### src/rtl/common_pipeline_buffer.sv
// Two-entry fully registered pipeline buffer (main + skid) with valid/ready on both sides.
// Every output comes straight from a flop, so no input reaches an output combinationally.
module common_pipeline_buffer #(
  parameter int BUFFER_WIDTH = 1
) (
  input  logic                    clk,
  input  logic                    reset,
  input  logic [BUFFER_WIDTH-1:0] prev_i_data,
  input  logic                    prev_i_valid,
  output logic                    prev_o_ready,
  output logic [BUFFER_WIDTH-1:0] next_o_data,
  output logic                    next_o_valid,
  input  logic                    next_i_ready,
  output logic [1:0]              buffer_o_count
);

  // Handshake: a beat moves on a rising edge when valid and ready are both high
  // in that cycle; a sender holds data and valid steady until it is accepted.
  typedef enum logic [1:0] {
    EMPTY = 2'd0,
    ONE   = 2'd1,
    TWO   = 2'd2
  } state_t;

  state_t                  state;
  logic [BUFFER_WIDTH-1:0] main_q;
  logic [BUFFER_WIDTH-1:0] skid_q;
  logic                    push;
  logic                    pop;

  assign push           = prev_i_valid & prev_o_ready;
  assign pop            = next_o_valid & next_i_ready;
  assign next_o_data    = main_q;
  // The state encoding equals the occupancy, so the count doubles as the FSM state view.
  assign buffer_o_count = state;

  always_ff @(posedge clk or posedge reset) begin
    if (reset) begin
      state        <= EMPTY;
      main_q       <= '0;
      skid_q       <= '0;
      next_o_valid <= 1'b0;
      prev_o_ready <= 1'b1;
    end else begin
      case (state)
        EMPTY: begin
          if (push) begin
            main_q       <= prev_i_data;
            state        <= ONE;
            next_o_valid <= 1'b1;
            prev_o_ready <= 1'b1;
          end
        end
        ONE: begin
          if (push && pop) begin
            main_q <= prev_i_data;
          end else if (push) begin
            // Downstream stalled: park the new beat in the skid and stop accepting.
            skid_q       <= prev_i_data;
            state        <= TWO;
            prev_o_ready <= 1'b0;
          end else if (pop) begin
            state        <= EMPTY;
            next_o_valid <= 1'b0;
          end
        end
        TWO: begin
          if (pop) begin
            main_q       <= skid_q;
            state        <= ONE;
            prev_o_ready <= 1'b1;
          end
        end
        default: begin
          state        <= EMPTY;
          next_o_valid <= 1'b0;
          prev_o_ready <= 1'b1;
        end
      endcase
    end
  end

endmodule

### config.mk
export PLATFORM = sky130hd
export DESIGN_NAME = common_pipeline_buffer
export DESIGN_NICKNAME = d
export VERILOG_FILES = /design/src/rtl/common_pipeline_buffer.sv
export SDC_FILE = /design/constraint.sdc
export NUM_CORES = 1
export LEC_CHECK = 0
export ABC_AREA = 1
export BUFFER_PORTS_ARGS = -buffer_cell sky130_fd_sc_hd__buf_2
export CAP_MARGIN = 20
export CORE_AREA = 4 4 41 43
export DETAILED_ROUTE_END_ITERATION = 6
export DIE_AREA = 0 0 45 47
export PLACE_DENSITY_LB_ADDON = 0.12
export SKIP_CTS_REPAIR_TIMING = 1
export SYNTH_ARGS = -nofsm -noshare
export SYNTH_HDL_FRONTEND = slang
export SYNTH_SLANG_ARGS = --single-unit
export TNS_END_PERCENT = 50
### constraint.sdc
create_clock -name clk -period 1.5 [get_ports clk]
set_input_delay 0.15 -clock clk [delete_from_list [all_inputs] [get_ports clk]]
set_output_delay 0.15 -clock clk [all_outputs]
set_load 0.02 [all_outputs]
Word level (Yosys, flattened, before mapping)
Cells that the tools add are included.
- reduce and logical (&&, ||, !) cells: 8
- magnitude comparators: 0
- div/mod/pow operators: 0
- bitwise operators: 4
- mux-type cells: 19
- shift-type cells: 0
- eq/ne operators: 10
- $mul: 0
- $add $sub $neg: 0
- operator list (kind ; count):
    2-bit != test (second input constant) ; 7
    4-bit AND reduction ; 3
    1-bit two-way mux ; 10
    2-bit two-way mux ; 5
    1-bit one-hot mux with 3 select lines ; 3
    2-bit one-hot mux with 3 select lines ; 1
    5-bit AND reduction ; 1
    3-bit != test (second input constant) ; 1
    3-bit AND reduction ; 1
    3-bit nonzero test ; 1
    1-bit AND ; 2
    2-bit by 1-bit == test with 1-bit output (second input constant) ; 1
    2-bit == test (second input constant) ; 1
    2-bit logical NOT ; 1
    1-bit NOT ; 2
    1-bit logical AND ; 1
- memories: 0
- bits in latches: 0
- flip-flop bits (word level): 6
- output and inout port bits: 5
- bits in writable memories: 0
- ROM bits: 0

Depth between registers and ports, before layout
Gate-level depths: netlist (run 1).
- word-level depth: 5
- depth in mapped cells: 6
- depth with buffers taken out: 6

Least setup slack after synthesis (run 1)
Ideal clock, no wire load.
- path kind: register to register
- from: register prev_o_ready
- to: register main_q (netlist: next_o_data)
- cell stages (with the launch flop): 6
- path slack: 0.384 ns
- setup time: 0.117 ns
- arrival time: 0.999 ns
- buffers on the path: 0
- cell sequence: dfstp_2 > nand2_1 > nor2_1 > nand2_1 > nand3_1 > nand2_1
- cells in the longest elaborated chain, start to end: 4
- elaborated cells on any way between the ends: 5
- those cells by class: 2 x eq/ne; 1 x bitwise; 2 x reduce/logical
- RTL lines (what ; line ; text):
    start: declaration ; 10 ; output logic prev_o_ready,
    start signal: assignment ; 43 ; prev_o_ready <= 1'b1;
    start signal: assignment ; 51 ; prev_o_ready <= 1'b1;
    start signal: assignment ; 61 ; prev_o_ready <= 1'b0;
    1-bit AND * ; 31 ; assign push = prev_i_valid & prev_o_ready;
    1-bit logical AND ; 55 ; if (push && pop) begin
    2-bit != test (no line) ; n/a ;
    4-bit AND reduction (no line) * ; n/a ;
    end signal: assignment ; 48 ; main_q <= prev_i_data;
    end signal: assignment ; 56 ; main_q <= prev_i_data;
    end signal: assignment ; 69 ; main_q <= skid_q;
    end: declaration ; 26 ; logic [BUFFER_WIDTH-1:0] main_q;
Mark *: on every way between the ends. The rest lies on a longest branch, timed or not.
A chain may end at the register's enable or synchronous reset.

Final worst setup path (run 1)
Same ends and word-level chain as after synthesis.

==> run metrics, run 1 <==
status=completed; #FFs+latches synth=6; met2 WL=342 µm; Iteration-0 DRC Markers=11; R2R Setup Slk=0.40 ns; mapped cell area=about 330 µm²; count leader, synth=nand2_1; worst-path cell chain=nand2_1 > nor2_1 > nand2_1 > nand3_1 > nand2_1; first-pass GRT wire length=between 1000 and 1500 µm; final core occ=0.333; Post-Synthesis Cells=45; max-cap viol count=0; critical path required time=between 1.5 and 2 ns; Tot GR Track Use=0.0874; boundary pin count=10; synthesized area per cell=around 7.4 µm²; Final Skew=roughly 0.0021 ns; total CTS buffers=3; clock latency on the worst-skew pair=between 0.2 and 0.25 ns; Max Clock Freq=slightly above 900 MHz; ys async rst share=1.00; unrepaired setup endpoints after global routing=no; initial antenna violation count=0; Core Area=between 1000 and 1500 µm²; CTS max path bufs=2; period utilization=0.735; die height=~47 µm; Yosys top cell area share=0.376; largest area contributor in the synthesized netlist=dfrtp_1; Placed Cells=slightly below 70; floorplan row count=13; Chip Width=45 µm; setup TNS=0 ns; number of synthesized flops with an enable pin=0; vias in the first global route=about 300; multi-input combinational cell area=roughly 160 µm²; fin crit period=between 1 and 1.5 ns; CTS clock-pin slew for the worst setup and hold paths=approximately 0.05 ns; register area share after synthesis=0.455; top cells by count, synth=nand2_1, nand3_1, dfrtp_1; Slowest cell on crit path=dfstp_2; FF+latch area=roughly 150 µm²; critical path endpoint category=flip-flop; Fin. Hold Viols=0; first-pass iteration count of the detailed router=4; worst slew pin tran=~0.28 ns; M1 WL=around 350 µm; Initial Utilization=0.256; Cell Pwr Density=a little over 2000 nW/µm²; largest net degree at the start of global routing=8; total number of vias=329; synthesized net count=50; # fillers=151; drt via density=approximately 4.4; WL final=between 700 and 800 µm; Final GP Congestion=0.811; cell mode on critical path=nand2_1; GRT Residual Overflow=0; Antenna Cells=0; max-slew violations=0; nature of the critical path startpoint=flip-flop; Max stage delay on crit path=around 0.53 ns; worst hold path type=in2reg; Synth cell types=13; kind of critical path=reg2reg; Syn. warnings=0; worst vdd ir=approximately 0.00053 V; die area=about 2100 µm²; CTS tree=built; H-tree depth=1; hold path depth=3; Pleak=0.243 nW; Worst Path Max Fanout=4; I/O Buffers=9; Synth area leaders=dfrtp_1, nand2_1, nand3_1, dfstp_2, nand3_2; final antenna-violating net count=0; fraction of final layout cells with drive strength greater than 1=0.322; clk root buf=clkbuf_4; final setup fails=0; Clock Sinks=6; Worst R2R Path Depth=5; WL per Instance=just over 10 µm; Synth Flop Type=dfrtp_1; DRC=0; highest metal used=met3; fin cells=74; Detail Placement HPWL=approximately 600 µm; NumNets Final=65; CP Data Arrival Time=1.23 ns; Layout area overhead=30.1%; Slew headroom=0.816; routed length on met3=59 µm
[worst max-delay path: cells and delay by family (launching register included)]
kind             cells  cell delay [ns]
flip-flops           1             0.53
AND/OR/NAND/NOR      5             0.46
[through the flow]
step / instance area, µm² / total power (W) / setup slack (ns) / hold slack [ns]
global route: 433 / 0.000985 / 0.262 / 0.161
CTS: 423 / 0.000898 / 0.377 / -0.177
detailed placement: 397 / 0.000726 / 0.393 / 0.0931
floorplan: 333 / 0.000608 / 0.384 / -0.0598
global placement: 397 / 0.000731 / 0.407 / 0.0893
finish: 433 / 0.000882 / 0.397 / 0.163
[path summary, 6_finish.rpt]
path / end / start
max: next_o_data / prev_o_ready
min: skid_q / prev_i_data
max reg2reg: next_o_data / prev_o_ready
min reg2reg: prev_o_ready / prev_o_ready
max in group asynchronous: prev_o_ready / reset
min in group asynchronous: skid_q / reset
[registers in the layout, summed over array words and instances (netlist names)]
name and cells:
next_o_data 1, skid_q 1, buffer_o_count 2, next_o_valid 1, prev_o_ready 1
[final cells by class]
class	instances	share of cell area
sequential	6	0.350
inverter	6	0.0520
timing repair buffer	10	0.127
clock buffer	4	0.0607
multi-input combinational	33	0.367
tap	15	0.0434
[routing by layer]
layer,up-vias,GRT usage
met4,0,0.0175
met3,0,0.0651
met5,-,0
met2,7,0.127
li1,173,-
met1,149,0.104
[power by group]
part | switching, W | leakage [nW] | total, W | internal [W]
combinational | 0.000269 | 0.156 | 0.000411 | 0.000143
sequential | 0.0000666 | 0.0719 | 0.000311 | 0.000244
clock | 0.0000591 | 0.0150 | 0.000160 | 0.000101
total | 0.000395 | 0.243 | 0.000882 | 0.000487
[kinds of logic (layout without fill, tap and decap cells)]
logic type             after synthesis  count (layout)  synth area share
buffers and inverters                6              20            0.0677
AND/OR/NAND/NOR                     30              30             0.432
flip-flops                           6               6             0.455
AO/OA/AOI/OAI                        3               3            0.0451
[cells in the final DEF (no fill, tap or decap), drive strengths merged]
master and instances:
nand3 8, clkbuf 4, dfstp 1, o21ai 3
nand2 18, inv 6, nor2 2, dfrtp 5
nand3b 1, buf 9, nand4 1, dlygate4sd3 1
Note: power is estimated with default switching activity, not from simulation.
==> run 2: changes to the inputs <==
- clock period: 1.5 -> 1.1 ns (I/O delays scaled with it)
==> run metrics, run 2 (same netlist as run 1, synthesis figures left out) <==
status=completed (unchanged); Max stage delay on crit path=0.54 ns (was 0.53 ns); total number of vias=329 (unchanged); worst hold path type=in2reg (unchanged); floorplan row count=13 (unchanged); period utilization=0.959; Initial Utilization=0.256 (unchanged); Cell Pwr Density=2790 nW/µm² (was 2040 nW/µm²); Final GP Congestion=0.809 (was 0.811); H-tree depth=1 (unchanged); unrepaired setup endpoints after global routing=yes (was no); multi-input combinational cell area=169 µm² (was 159 µm²); final core occ=0.347 (was 0.333); die area=2120 µm² (unchanged); Layout area overhead=35.7% (was 30.1%); Core Area=1300 µm² (unchanged); Switch Pwr=0.000561 W (was 0.000395 W); max reg flops=2 (unchanged); final setup fails=0 (unchanged); max-slew violations=0 (unchanged); initial antenna violation count=0 (unchanged); Comb pwr share=0.483 (was 0.466); most frequent cells in the layout=nand2_1, buf_2, nand3_1 (unchanged); Fin. Hold Viols=0 (unchanged); Worst Path Max Fanout=3 (was 4); worst slew pin tran=0.249 ns (was 0.275 ns); boundary pin count=10 (unchanged); final antenna-violating net count=0 (unchanged); Pint=0.000700 W (was 0.000487 W); Slowest cell on crit path=dfstp_2 (unchanged); most common cell after layout, fill and taps aside=nand2_1 (unchanged); first-pass GRT wire length=1360 µm (was 1270 µm); kind of critical path=reg2out (was reg2reg); hold path startpoint=prev_i_data (unchanged); fin crit period=about 1.1 ns; Flop pwr share=0.336 (was 0.352); WL per Instance=9.91 µm (was 10.1 µm); clock latency on the worst-skew pair=0.25 ns (was 0.24 ns); critical path endpoint category=primary output (was flip-flop); clock share of power=0.181 (about the same); vias in the first global route=319 (was 302); Slew headroom=0.834 (was 0.816); worst vdd ir=0.00102 V (was 0.000533 V); Antenna Cells=0 (unchanged); drt via density=4.39 (was 4.45); I/O Buffers=9 (unchanged); largest net degree at the start of global routing=8 (unchanged); FF+latch area=153 µm² (was 151 µm²); reg2reg start=prev_o_ready (unchanged); Clock Sinks=6 (unchanged); critical path required time=0.99 ns (was 1.63 ns); Chip Width=45 µm (unchanged); clk root buf=clkbuf_4 (unchanged); CTS max path bufs=2 (unchanged); fin cells=75 (was 74); # fillers=157 (was 151); Max Clock Freq=between 900 and 1000 MHz; worst-path cell chain=buf_2 (was nand2_1 > nor2_1 > nand2_1 > nand3_1 > nand2_1); CP Data Arrival Time=0.95 ns (was 1.23 ns); NumNets Final=66 (was 65); Pleak=0.246 nW (was 0.243 nW); Placed Cells=70 (was 69); first-pass iteration count of the detailed router=4 (unchanged); nature of the critical path startpoint=flip-flop (unchanged); CTS clock-pin slew for the worst setup and hold paths=0.05 ns (about the same); Tot GR Track Use=0.0913 (was 0.0874); total CTS buffers=3 (unchanged); WL final=743 µm (was 750 µm); Detail Placement HPWL=594 µm (was 597 µm); CP top delay family=flip-flops (unchanged); switch share=0.445 (was 0.447); die height=47 µm (unchanged); fraction of final layout cells with drive strength greater than 1=0.383 (was 0.322); GRT Residual Overflow=0 (unchanged); max-cap viol count=0 (unchanged); sum of buffers and inverters on the critical path=1 (was 0); Final Skew=0.00656 ns (was 0.00210 ns); crit path from=prev_o_ready (unchanged); Iteration-0 DRC Markers=6 (was 11); CTS tree=built (unchanged); DRC=0 (unchanged)
## run 2: cell types whose count changed in the layout (fill, tap and decap cells not counted)
cell,change
buf_4,+1
nor2_1,-1
nand2_2,+1
nor2_4,+1
nand2_1,-1
dfrtp_1,-1
dfrtp_2,+1
## run 2: layout make-up
class	count	area share
Multi-Input combinational cell	33	0.374
Timing Repair Buffer	11	0.139
Inverter	6	0.0499
Sequential cell	6	0.338
Clock buffer	4	0.0582
Tap cell	15	0.0416
## run 2: metal layers
layer | track usage | vias to the layer above | part of all wire
li1 | - | 174 | -
met1 | 0.132 | 145 | 0.48
met2 | 0.119 | 8 | 0.43
met3 | 0.0268 | 2 | 0.069
met4 | 0.0526 | 0 | 0.017
met5 | 0 | - | 0
## run 2: power groups by stage
stage	clock network [W]	registers, W	logic (W)
2_1_floorplan	0	0.000518	0.000322
3_3_place_gp	0	0.000422	0.000609
3_5_place_dp	0	0.000421	0.000603
4_1_cts	0.000238	0.000418	0.000605
5_1_grt	0.000252	0.000443	0.000706
6_report	0.000229	0.000424	0.000608
## run 2: metrics by stage
step | power (W) | setup WS, ns | cell area (µm²) | hold slack [ns] | TNS [ns]
after floorplan | 0.000841 | 0.00500 | 338 | -0.0998 | 0
after global placement | 0.00103 | 0.0408 | 409 | 0.0487 | 0
final | 0.00126 | 0.0446 | 452 | 0.114 | 0
after CTS | 0.00126 | 0.0238 | 435 | -0.224 | 0
after detailed placement | 0.00102 | 0.0304 | 409 | 0.0472 | 0
after global routing | 0.00140 | -0.0328 | 452 | 0.125 | -0.0635
## run 2: path summary, 6_finish.rpt
path	to	slack, ns	cells past startpoint
setup / recovery	prev_o_ready	0.04	1
hold / removal	skid_q	0.11	3
setup reg to reg	next_o_data	0.05	5
hold reg to reg	prev_o_ready	0.48	2
max in group asynchronous	prev_o_ready	0.51	3
min in group asynchronous	next_o_data	0.32	3
==> run 3: changes to the inputs <==
- BUFFER_PORTS_ARGS: -buffer_cell sky130_fd_sc_hd__buf_2 -> -buffer_cell sky130_fd_sc_hd__buf_4
- GPL_TIMING_DRIVEN: not set -> 0
==> run metrics, run 3 (same netlist as run 1, synthesis figures left out) <==
reg2reg start=prev_o_ready (unchanged); DRC=0 (unchanged); critical path endpoint category=flip-flop (was primary output); drt via density=4.69 (was 4.39); Final GP Congestion=0.798 (was 0.809); worst hold path type=in2reg (unchanged); max-cap viol count=0 (unchanged); floorplan row count=13 (unchanged); max-slew violations=0 (unchanged); Detail Placement HPWL=621 µm (was 594 µm); most frequent cells in the layout=nand2_1, buf_4, nand3_1 (was nand2_1, buf_2, nand3_1); Final Skew=0.0137 ns (was 0.00656 ns); multi-input combinational cell area=169 µm² (unchanged); final antenna-violating net count=0 (unchanged); period utilization=0.949 (was 0.959); I/O Buffers=9 (unchanged); unrepaired setup endpoints after global routing=yes (unchanged); # fillers=159 (was 157); WL per Instance=10.8 µm (was 9.91 µm); nature of the critical path startpoint=flip-flop (unchanged); worst slew pin tran=0.248 ns (was 0.249 ns); Critical R2R Capture=next_o_data (unchanged); Fin. Hold Viols=0 (unchanged); hold path startpoint=prev_i_data (unchanged); total number of vias=347 (was 329); kind of critical path=reg2reg (was reg2out); boundary pin count=10 (unchanged); fraction of final layout cells with drive strength greater than 1=0.373 (was 0.383); first-pass iteration count of the detailed router=2 (was 4); Chip Width=45 µm (unchanged); worst vdd ir=0.000893 V (was 0.00102 V); Antenna Cells=0 (unchanged); WL final=800 µm (was 743 µm); Layout area overhead=40.2% (was 35.7%); most common cell after layout, fill and taps aside=nand2_1 (unchanged); clk root buf=clkbuf_4 (unchanged); setup TNS=0 ns (unchanged); H-tree depth=1 (unchanged); Slew headroom=0.834 (about the same); vias in the first global route=310 (was 319); Core Area=1300 µm² (unchanged); FF+latch area=153 µm² (unchanged); Final Cell Area=467 µm² (was 452 µm²); Clock Sinks=6 (unchanged); clock latency on the worst-skew pair=0.26 ns (was 0.25 ns); first-pass GRT wire length=1320 µm (was 1360 µm); Cell Pwr Density=2780 nW/µm² (was 2790 nW/µm²); status=completed (unchanged); final setup fails=0 (unchanged); max reg flops=2 (unchanged); WHS Endpoint=skid_q (unchanged); CTS tree=built (unchanged); die height=47 µm (unchanged); Worst R2R Path Depth=5 (unchanged); initial antenna violation count=0 (unchanged); hold path depth=3 (unchanged); total CTS buffers=3 (unchanged); DP Area=424 µm² (was 409 µm²); Iteration-0 DRC Markers=1 (was 6); critical path required time=1.25 ns (was 0.99 ns); CTS clock-pin slew for the worst setup and hold paths=0.06 ns (was 0.05 ns); NumNets Final=65 (was 66); largest net degree at the start of global routing=8 (unchanged); R2R Setup Slk=0.06 ns (was 0.05 ns); Tot GR Track Use=0.0970 (was 0.0913); final hold slack=0.106 ns (was 0.114 ns); fin crit period=1.04 ns (was 1.06 ns); Pleak=0.248 nW (was 0.246 nW); GRT Residual Overflow=0 (unchanged); die area=2120 µm² (unchanged); CP Data Arrival Time=1.20 ns (was 0.95 ns); Worst Path Max Fanout=4 (was 3); Max Clock Freq=958 MHz (was 947 MHz); Initial Utilization=0.256 (unchanged); CTS max path bufs=2 (unchanged)
run 3: changes by cell type in the layout (fill, tap and decap cells not counted):
cell | before | now
buf_2 | 9 | 0
buf_4 | 1 | 9
run 3: metal layers:
layer / global-route usage / part of all wire / vias up
met5: 0 / 0 / -
met4: 0.0702 / 0.026 / 0
met3: 0.0766 / 0.099 / 5
met2: 0.141 / 0.49 / 9
met1: 0.0926 / 0.39 / 159
li1: - / - / 174
run 3: layout make-up:
type | instances | area share
Clock buffer | 4 | 0.0563
Inverter | 6 | 0.0483
Multi-Input combinational cell | 33 | 0.362
Sequential cell | 6 | 0.327
Tap cell | 15 | 0.0402
Timing Repair Buffer | 10 | 0.166
run 3: stage by stage:
stage	cells	total power, W	util	worst slack (ns)
final	74	0.00130	0.359	0.0566
after detailed placement	69	0.00105	0.326	0.0374
after CTS	73	0.00129	0.346	0.00118
after floorplan	45	0.000841	-	0.00500
after global routing	74	0.00143	0.359	-0.0405
after global placement	69	0.00105	0.326	0.0284
run 3: worst max path at each step:
| stage | slack, ns | end | startpoint |
|---|---|---|---|
| 3_5_place_dp | 0.04 | next_o_data | prev_o_ready |
| 6_report | 0.06 | next_o_data | prev_o_ready |
| 3_3_place_gp | 0.03 | next_o_data | prev_o_ready |
| 5_1_grt | -0.04 | next_o_data | prev_o_ready |
| 2_1_floorplan | 0.005 | next_o_data | prev_o_ready |
| 4_1_cts | 0.001 | buffer_o_count[1] | buffer_o_count[1] |
run 3: critical path, stage by stage, from the launching register on:
cell and delay, ns:
dfstp_2 0.54, nand2_2 0.08, nor2_2 0.13, nand2_1 0.08, nand3_1 0.08, nand2_1 0.05
run 3: power by group:
| part | total (W) | internal (W) | switching (W) |
|---|---|---|---|
| registers | 0.000437 | 0.000335 | 0.000101 |
| logic | 0.000630 | 0.000252 | 0.000378 |
| clock network | 0.000231 | 0.000138 | 0.0000926 |
